`src/rtl/microbot_pkg.sv`:
```
// Shared types for the microbot motor path: direction encoding, H-bridge
// leg patterns and the direction sequencer state encoding.
package microbot_pkg;

    // Direction command encoding as issued by the navigation FSM.
    typedef enum logic [1:0] {
        STANDBY = 2'd0,
        FORWARD = 2'd1,
        RIGHT   = 2'd2,
        LEFT    = 2'd3
    } dir_t;

    // Sequencer states.
    typedef enum logic [1:0] {
        STBY = 2'd0,
        DEAD = 2'd1,
        HOLD = 2'd2,
        RUN  = 2'd3
    } seq_state_t;

    // Bridge leg patterns, bit order {A_d, A_i, B_d, B_i}.
    localparam logic [3:0] PAT_STANDBY = 4'b0000;
    localparam logic [3:0] PAT_FORWARD = 4'b1010;
    localparam logic [3:0] PAT_RIGHT   = 4'b1001;
    localparam logic [3:0] PAT_LEFT    = 4'b0110;

    // Leg pattern for a direction.
    function automatic logic [3:0] dir_pattern(input dir_t d);
        logic [3:0] p;
        case (d)
            FORWARD: p = PAT_FORWARD;
            RIGHT:   p = PAT_RIGHT;
            LEFT:    p = PAT_LEFT;
            default: p = PAT_STANDBY;
        endcase
        return p;
    endfunction

endpackage

```
`src/rtl/motor_pwm_gen.sv`:
```
// Free-running PWM counter and gate for bridge speed control.
// Ports:
//   clk, rst_n - clock, asynchronous active-low reset
//   duty       - duty cycle; 0 = never on, all-ones = always on
//   gate       - combinational enable for the active bridge legs
module motor_pwm_gen #(
    parameter int unsigned PWM_BITS = 8
) (
    input  logic                clk,
    input  logic                rst_n,
    input  logic [PWM_BITS-1:0] duty,
    output logic                gate
);

    logic [PWM_BITS-1:0] pc;

    // Counter wraps naturally at 2^PWM_BITS-1.
    always_ff @(posedge clk or negedge rst_n) begin
        if (!rst_n) begin
            pc <= '0;
        end else begin
            pc <= pc + PWM_BITS'(1);
        end
    end

    // All-ones duty forces the gate on so full speed has no off slot.
    assign gate = (pc < duty) | (&duty);

endmodule

```
`src/rtl/motor_dir_sequencer.sv`:
```
// Direction sequencer between the navigation FSM and the H-bridge pins.
// Accepts direction commands on a valid/ready handshake, inserts an all-off
// dead time between different running directions, holds each new direction
// for a minimum time and PWM-gates the active legs.
// Optional watchdog: define WATCHDOG_EN to fall back to standby when no
// command arrives for WDT_CYCLES cycles while driving.
// Ports:
//   clk, rst_n - clock, asynchronous active-low reset
//   cmd_valid  - command valid
//   cmd        - direction (0=STANDBY, 1=FORWARD, 2=RIGHT, 3=LEFT)
//   cmd_ready  - command accepted when cmd_valid && cmd_ready
//   duty       - PWM duty, sampled every cycle
//   motors     - registered legs {A_d, A_i, B_d, B_i}
//   dir_out    - direction currently applied
//   busy       - high during dead time or minimum hold
//   wdt_trip   - watchdog fired, sticky until the next accepted command
module motor_dir_sequencer
    import microbot_pkg::*;
#(
    parameter int unsigned DEAD_CYCLES = 4,
    parameter int unsigned MIN_HOLD    = 8,
    parameter int unsigned PWM_BITS    = 8,
    parameter int unsigned WDT_CYCLES  = 1000
) (
    input  logic                clk,
    input  logic                rst_n,
    input  logic                cmd_valid,
    input  logic [1:0]          cmd,
    output logic                cmd_ready,
    input  logic [PWM_BITS-1:0] duty,
    output logic [3:0]          motors,
    output logic [1:0]          dir_out,
    output logic                busy,
    output logic                wdt_trip
);

    localparam int unsigned CNT_MAX = (DEAD_CYCLES > MIN_HOLD) ? DEAD_CYCLES : MIN_HOLD;
    localparam int unsigned CNT_W   = (CNT_MAX > 1) ? $clog2(CNT_MAX) : 1;
    localparam logic [CNT_W-1:0] DEAD_LOAD = CNT_W'(DEAD_CYCLES - 1);
    localparam logic [CNT_W-1:0] HOLD_LOAD = CNT_W'(MIN_HOLD - 1);

    seq_state_t       state, state_n;
    dir_t             dir_q, dir_n, pend_q, pend_n;
    dir_t             cmd_dir;
    logic [CNT_W-1:0] cnt, cnt_n;
    logic [3:0]       motors_n;
    logic             ready_n, busy_n;
    logic             accept;
    logic             gate;
    logic             wdt_fire;

    assign cmd_dir = dir_t'(cmd);
    assign accept  = cmd_valid & cmd_ready;
    assign dir_out = dir_q;

    motor_pwm_gen #(.PWM_BITS(PWM_BITS)) u_pwm (
        .clk   (clk),
        .rst_n (rst_n),
        .duty  (duty),
        .gate  (gate)
    );

`ifdef WATCHDOG_EN
    localparam int unsigned WDT_W = (WDT_CYCLES > 1) ? $clog2(WDT_CYCLES) : 1;
    localparam logic [WDT_W-1:0] WDT_LAST = WDT_W'(WDT_CYCLES - 1);

    logic [WDT_W-1:0] wdt_cnt, wdt_cnt_n;
    logic             trip_q, trip_n;

    assign wdt_fire = (state == RUN) && (wdt_cnt == WDT_LAST);
    assign wdt_trip = trip_q;

    // Watchdog: any accepted command is a kick; only counts while driving.
    always_comb begin
        wdt_cnt_n = wdt_cnt;
        trip_n    = trip_q;
        if (accept) begin
            wdt_cnt_n = '0;
            trip_n    = 1'b0;
        end else if (state == HOLD || state == RUN) begin
            if (wdt_fire) begin
                wdt_cnt_n = '0;
                trip_n    = 1'b1;
            end else if (wdt_cnt != WDT_LAST) begin
                wdt_cnt_n = wdt_cnt + WDT_W'(1);
            end
        end else begin
            wdt_cnt_n = '0;
        end
    end

    always_ff @(posedge clk or negedge rst_n) begin
        if (!rst_n) begin
            wdt_cnt <= '0;
            trip_q  <= 1'b0;
        end else begin
            wdt_cnt <= wdt_cnt_n;
            trip_q  <= trip_n;
        end
    end
`else
    assign wdt_fire = 1'b0;
    // WDT_CYCLES only shapes the watchdog; referenced here so every build
    // shares one parameter list.
    assign wdt_trip = 1'b0 & (WDT_CYCLES != 0);
`endif

    // Next state, counters and registered-output values.
    always_comb begin
        state_n = state;
        dir_n   = dir_q;
        pend_n  = pend_q;
        cnt_n   = cnt;
        case (state)
            STBY: begin
                // Bridge is already off, so no dead time is needed here.
                if (accept && cmd_dir != STANDBY) begin
                    state_n = HOLD;
                    dir_n   = cmd_dir;
                    cnt_n   = HOLD_LOAD;
                end
            end
            DEAD: begin
                if (cnt == '0) begin
                    dir_n = pend_q;
                    if (pend_q == STANDBY) begin
                        state_n = STBY;
                    end else begin
                        state_n = HOLD;
                        cnt_n   = HOLD_LOAD;
                    end
                end else begin
                    cnt_n = cnt - CNT_W'(1);
                end
            end
            HOLD: begin
                if (cnt == '0) begin
                    state_n = RUN;
                end else begin
                    cnt_n = cnt - CNT_W'(1);
                end
            end
            RUN: begin
                if (accept) begin
                    if (cmd_dir != dir_q) begin
                        state_n = DEAD;
                        pend_n  = cmd_dir;
                        cnt_n   = DEAD_LOAD;
                    end
                end else if (wdt_fire) begin
                    state_n = DEAD;
                    pend_n  = STANDBY;
                    cnt_n   = DEAD_LOAD;
                end
            end
            default: begin
                state_n = STBY;
            end
        endcase

        // Legs follow the applied state one cycle later, so a change-over
        // always passes through at least one all-off cycle.
        motors_n = '0;
        if (state == HOLD || state == RUN) begin
            motors_n = dir_pattern(dir_q) & {4{gate}};
        end
        ready_n = (state_n == STBY) || (state_n == RUN);
        busy_n  = (state_n == DEAD) || (state_n == HOLD);
    end

    // State and output registers.
    always_ff @(posedge clk or negedge rst_n) begin
        if (!rst_n) begin
            state     <= STBY;
            dir_q     <= STANDBY;
            pend_q    <= STANDBY;
            cnt       <= '0;
            motors    <= '0;
            cmd_ready <= 1'b1;
            busy      <= 1'b0;
        end else begin
            state     <= state_n;
            dir_q     <= dir_n;
            pend_q    <= pend_n;
            cnt       <= cnt_n;
            motors    <= motors_n;
            cmd_ready <= ready_n;
            busy      <= busy_n;
        end
    end

endmodule

```
`config.mk`:
```
export PLATFORM = sky130hd
export DESIGN_NAME = motor_dir_sequencer
export DESIGN_NICKNAME = d
export VERILOG_FILES = /design/src/rtl/microbot_pkg.sv /design/src/rtl/motor_pwm_gen.sv /design/src/rtl/motor_dir_sequencer.sv
export SDC_FILE = /design/constraint.sdc
export NUM_CORES = 1
export LEC_CHECK = 0
export CORE_MARGIN = 3
export CORE_UTILIZATION = 30
export CTS_BUF_LIST = sky130_fd_sc_hd__clkbuf_4 sky130_fd_sc_hd__clkbuf_8
export DETAILED_ROUTE_END_ITERATION = 16
export GPL_TIMING_DRIVEN = 0
export PLACE_DENSITY = 0.53
export REMOVE_ABC_BUFFERS = 1
export SYNTH_ARGS = -nofsm -noshare
export SYNTH_HDL_FRONTEND = slang
export SYNTH_SLANG_ARGS = --single-unit
```
`constraint.sdc`:
```
create_clock -name clk -period 1.6 [get_ports clk]
set_clock_uncertainty 0.05 [all_clocks]
set_input_delay 0.16 -clock clk [delete_from_list [all_inputs] [get_ports clk]]
set_output_delay 0.16 -clock clk [all_outputs]
set_load 0.05 [all_outputs]
```
; Word level (Yosys, flattened, before mapping)
; Index checks and enable logic that the tools add are counted.
[classes]
add_sub_neg = 2
order_cmp = 1
n_eq_ne = 16
mux = 20
bitwise = 3
reduce_logical = 14
[op_table]
columns = operator, count
row1 = 3-bit two-way mux, 6
row2 = 2-bit two-way mux, 8
row3 = "2-bit equality test, second input constant", 6
row4 = 3-bit case mux with 4 select lines, 1
row5 = 4-bit case mux with 3 select lines, 1
row6 = "2-bit != test, second input constant", 5
row7 = "8-bit by 1-bit adder with 8-bit output, second input constant", 1
row8 = 8-bit less-than comparator, 1
row9 = 4-bit two-way mux, 2
row10 = 2-bit case mux with 4 select lines, 1
row11 = 8-bit AND reduction, 1
row12 = "2-bit by 1-bit equality test with 1-bit output, second input constant", 3
row13 = 2-bit zero test, 3
row14 = 3-bit AND reduction, 2
row15 = 5-bit AND reduction, 1
row16 = 4-bit bitwise AND, 1
row17 = 2-bit case mux with 2 select lines, 1
row18 = 2-bit nonzero test, 2
row19 = 3-bit zero test, 1
row20 = 1-bit logical OR, 3
row21 = "3-bit != test, second input constant", 1
row22 = "3-bit by 1-bit subtractor with 3-bit output, second input constant", 1
row23 = 2-bit != test, 1
row24 = 1-bit bitwise AND, 1
row25 = other kinds (2), 2
[totals]
reg_bits = 23
input_bits = 13
output_inout_bits = 9
wordCells = 64

; Logic depth before layout (Yosys ltp)
; Gate-level depths: netlist (run 1).
[logic_depth]
depth_word = 6
mapped_depth = 6
ltp_nobuf = 6

; Modules after synthesis
; Synthesis (run 1) repeated with hierarchy kept, for this count alone.
[hier_totals]
cells_unflattened = 128
area_unflattened_um2 = 1346.3
[by_module_without_submodules]
columns = module, n_inst, cells_per_inst, area_per_inst_um2, seq_area_each_um2
row1 = motor_dir_sequencer, 1, 79, 843.3, 376.6
row2 = motor_pwm_gen, 1, 49, 503.0, 200.2

; Worst setup path after synthesis (run 1)
; Ideal clock, no wire load.
[synth_timing]
path_kind = register -> register
startpoint = reg dir_q[1], in the netlist dir_out[1]
endpoint = reg cnt[0]
setup_ns = 0.125
t_arrival_ns = 1.768
t_required_ns = 1.425
path_slack_ns = -0.343
path_stages_with_launch = 5
n_path_buf = 0
synth_period_minus_slack_ns = 1.943
path_cell_list = dfrtp_1 xor2_1 o211ai_1 a311oi_4 mux2_4
[synth_via]
elab_chain_cells = 3
[synth_lines]
columns = item, line_no
row1 = "start, declared", motor_dir_sequencer.sv:43  ; dir_t dir_q, dir_n, pend_q, pend_n;
row2 = "start signal, assigned", motor_dir_sequencer.sv:183  ; dir_q <= dir_n;
row3 = 2-bit != test, motor_dir_sequencer.sv:145  ; if (cmd_dir != dir_q) begin
row4 = 2-bit != test (no line), --
row5 = 5-bit AND reduction (no line), --
row6 = "end signal, assigned", motor_dir_sequencer.sv:185  ; cnt <= cnt_n;
row7 = "end, declared", motor_dir_sequencer.sv:45  ; logic [CNT_W-1:0] cnt, cnt_n;
; No other way between the ends.
; A chain may end at the register's enable or synchronous reset.

; Worst setup path after layout (run 1)
[layout_timing]
startpoint = reg dir_q[0], in the netlist dir_out[0]
endpoint = reg cnt[0]
; Same word-level chain as after synthesis.

==> flow_metrics.py, run 1 <==
metrics = {
    "run_status": {
        "status": "complete, but fails checks",
        "violations": "setup timing",
    },
    "clock_tree": {
        "cts_tree": "built",
        "clk_pin_slew_ns": 0.08,
        "root_buffer": "clkbuf_8",
        "holdBufCountCts": 0,
        "cts.sinks": 23,
        "numCtsBuffers": 3,
        "cts_max_path_buffers": 2,
        "h-tree-depth": 1,
        "clock_latency_ns": 0.26,
    },
    "route": {
        "wl_per_cell_um": 13.04,
        "met3WireLength_um": 143,
        "wl_mm": 2.908,
        "route.top_layer_used": "met4",
        "route.met2.wl_mm": 1.374,
        "avgViaCountPerCell": 4.816,
        "firstDrtPassIters": 4,
        "vias": 1074,
        "drc": 0,
        "drtAntennaViolNets": 0,
        "wl_met1_mm": 1.374,
        "drtIter0Drc": 77,
    },
    "min_path": {
        "hp-start": "cmd[1]",
        "hold_path.class": "in2reg",
    },
    "logic_synthesis": {
        "async_flop_share_pct": 100.0,
        "synth.largest_area_cell": "dfrtp_1",
        "ys.flop_type": "dfrtp_1",
        "ys_seq_area_share_pct": 42.41,
        "yosys.cell_types.count": 38,
        "syn_area_per_cell_um2": 10.23,
        "yosysWarnings": 0,
        "yosysTopAreaCellShare_pct": 40.48,
        "syn_area_mm2": 0.001360,
        "ys_ff_latch": 23,
        "synth-edff-count": 0,
        "postSynthCellCount": 133,
        "ys_top_cells_by_area": "dfrtp_1 (40%), ha_1 (13%), inv_1 (4.1%)",
    },
    "place": {
        "gp_congestion": 0.7840,
        "dpl.hpwl_mm": 1.944,
        "portBuffers": 20,
        "placed_cell_area_mm2": 0.001608,
        "dp.cells": 200,
    },
    "finish": {
        "instances_no_fill": 223,
        "fin_nets": 201,
        "drive_gt1_share_pct": 29.48,
        "multi_input_area_um2": 805.8,
        "fin_util_pct": 45.28,
        "num_antenna_cells": 0,
        "area_growth_pct": 38.91,
        "fin_area_mm2": 0.001889,
        "n_fill_cell": 391,
        "regArea_um2": 580.6,
    },
    "flow_run": {
        "cap_violations": 0,
    },
    "critical_path": {
        "cp-startpoint": "dir_out[0]",
        "r2r_slack_ns": -0.08,
        "r2r-start": "dir_out[0]",
        "cp-start-kind": "flop",
        "worst-r2r-cell-count": 4,
        "crit_fanout": 4,
        "rr_endpoint": "cnt[0]",
        "worst_ep_required_time_ns": 1.71,
        "critPathCapture": "cnt[0]",
        "worst_setup_path_end_kind": "flop",
        "timing_worst_setup_path_type": "reg2reg",
        "cp.arrival_ns": 1.79,
    },
    "floorplanning": {
        "io_pins": 22,
        "row_count": 23,
        "die_w_um": 73.33,
        "core_area_mm2": 0.004173,
        "fp.dieArea_mm2": 0.005377,
        "die_h_um": 73.33,
        "start_util_pct": 32.59,
    },
    "pwr": {
        "p_switching_mw": 1.315,
        "power.density_mw_per_mm2": 1658,
        "p_clk_share_pct": 11.6,
        "vdd_drop_max_mv": 0.6122,
        "p_leak_nw": 0.9111,
        "p_comb_share_pct": 59.7,
        "seq_power_share_pct": 28.7,
        "p_sw_share_pct": 41.97,
        "internal_power_mw": 1.818,
    },
    "sta": {
        "hold_viol_final": 0,
        "tightest_slew_ns": 1.004,
        "finalSetupViolations": 3,
        "tns_ns": -0.1750,
        "slew_viol_final": 0,
        "setup_ws_ns": -0.08342,
        "relSlewSlack_pct": 32.82,
        "timing.fmax_mhz": 594.0,
        "min_period_over_period_pct": 105.2,
        "min_period_ns": 1.683,
        "rsz0062_at_grt": "true",
    },
    "global_routing": {
        "grt_overflow": 0,
        "grt_start_max_net_pins": 24,
        "antenna_found_initial": 0,
        "track_usage_pct": 12.00,
        "first_global_vias": 1094,
        "grt_pass1_wl_mm": 5.078,
    },
}
==> per-stage QoR <==
step | power, mW | setup WS, ns | hold slack, ns
after global routing | 3.367 | -0.1259 | 0.2432
final | 3.133 | -0.08342 | 0.2252
after detailed placement | 2.331 | -0.4899 | 0.4255
after floorplan | 1.937 | -0.3433 | -0.1856
after global placement | 2.308 | -0.4726 | 0.4188
after CTS | 3.001 | -0.1219 | 0.3165
==> worst min-delay path by stage <==
stage                        endpoint  slack, ns  depth (start not counted)
after global placement    u_pwm.pc[7]       0.42                          1
after global routing        pend_q[1]       0.24                          2
final                       pend_q[1]       0.23                          2
after floorplan                  busy      -0.19                          0
after CTS                   pend_q[0]       0.32                          2
after detailed placement  u_pwm.pc[7]       0.43                          1
==> timing repair <==
action | 4_1_cts | 5_1_grt
setup buffers | 16 | 3
endpoints found under the setup margin | 16 | 13
endpoints found under the hold margin | 0 | 0
gates cloned | 0 | 0
resized for setup | 22 | 15
pin swaps | 5 | 9
==> worst max-delay path: stages (launching register included) <==
cell and delay (ns):
dfrtp_2 0.42, xor2_1 0.18, o211ai_1 0.16, a311oi_4 0.43, mux2_4 0.33
==> synthesized netlist by cell type, types with 2 or more instances <==
cell type   n
a211oi_1    5
a21oi_1     8
clkbuf_1    2
dfrtp_1    22
ha_1       14
inv_1      15
mux2_4      2
mux2i_1     4
nand2_1    11
nand2b_1    2
nand3_1     2
nand4_1     3
nor2_1      8
nor3_1      3
o21ai_0     2
or3b_1      2
xnor2_1     4
xor2_1      4
==> logic make-up after synthesis <==
kind of cell               share of synthesized area [%]
muxes                                              6.808
buffers and inverters                              5.244
xor gates and xnor gates                           5.151
other                                             0.2757
AOI/OAI and AO/OA                                  12.05
DFF                                                42.41
adders and majority gates                          12.88
and+or+nand+nor                                    15.18
==> power by group through the flow <==
stage	logic (mW)	registers (mW)	clock network, mW
after floorplan	0.652	1.28	0
after global placement	1.32	0.990	0
after detailed placement	1.34	0.992	0
after CTS	1.74	0.893	0.373
after global routing	2.03	0.926	0.407
final	1.87	0.898	0.364
==> placed cells by master, fill, tap and decap left out, drive strengths merged, types with 3 or more instances in the layout <==
cell type / instances
xnor2: 4
clkdlybuf4s50: 10
a21oi: 8
nand2: 11
xor2: 4
o21ai: 3
nor2: 8
clkbuf: 3
nand4: 3
dlygate4sd2: 9
ha: 14
nor3: 3
mux2i: 4
buf: 19
a211oi: 5
dfrtp: 22
mux2: 4
inv: 15
==> flip-flops by register name (all words and copies together) (netlist names) <==
signal / cells
busy: 1
cmd_ready: 1
cnt: 3
dir_out: 2
motors: 4
pend_q: 2
state: 2
u_pwm.pc: 8
==> cell type report <==
class / count / share of cell area, %
multi-input cells: 92 / 42.65
flip-flops and latches: 23 / 30.73
repair buffers: 39 / 17.88
well taps: 50 / 3.311
inverters: 15 / 2.980
clock buffers: 3 / 2.185
clock inverters: 1 / 0.2649
==> metal layers <==
layer | global-route usage, % | vias up
li1 | - | 536
met1 | 15.97 | 521
met2 | 19.07 | 14
met3 | 3.830 | 3
met4 | 2.817 | 0
met5 | 0 | -
Power figures use the tool's default switching activity.
==> run 2, diff against run 1 <==
- HOLD_SLACK_MARGIN: unset -> 0.12
==> results of run 2 <==
The final DEF is identical to that of run 1; final timing and power are the same.
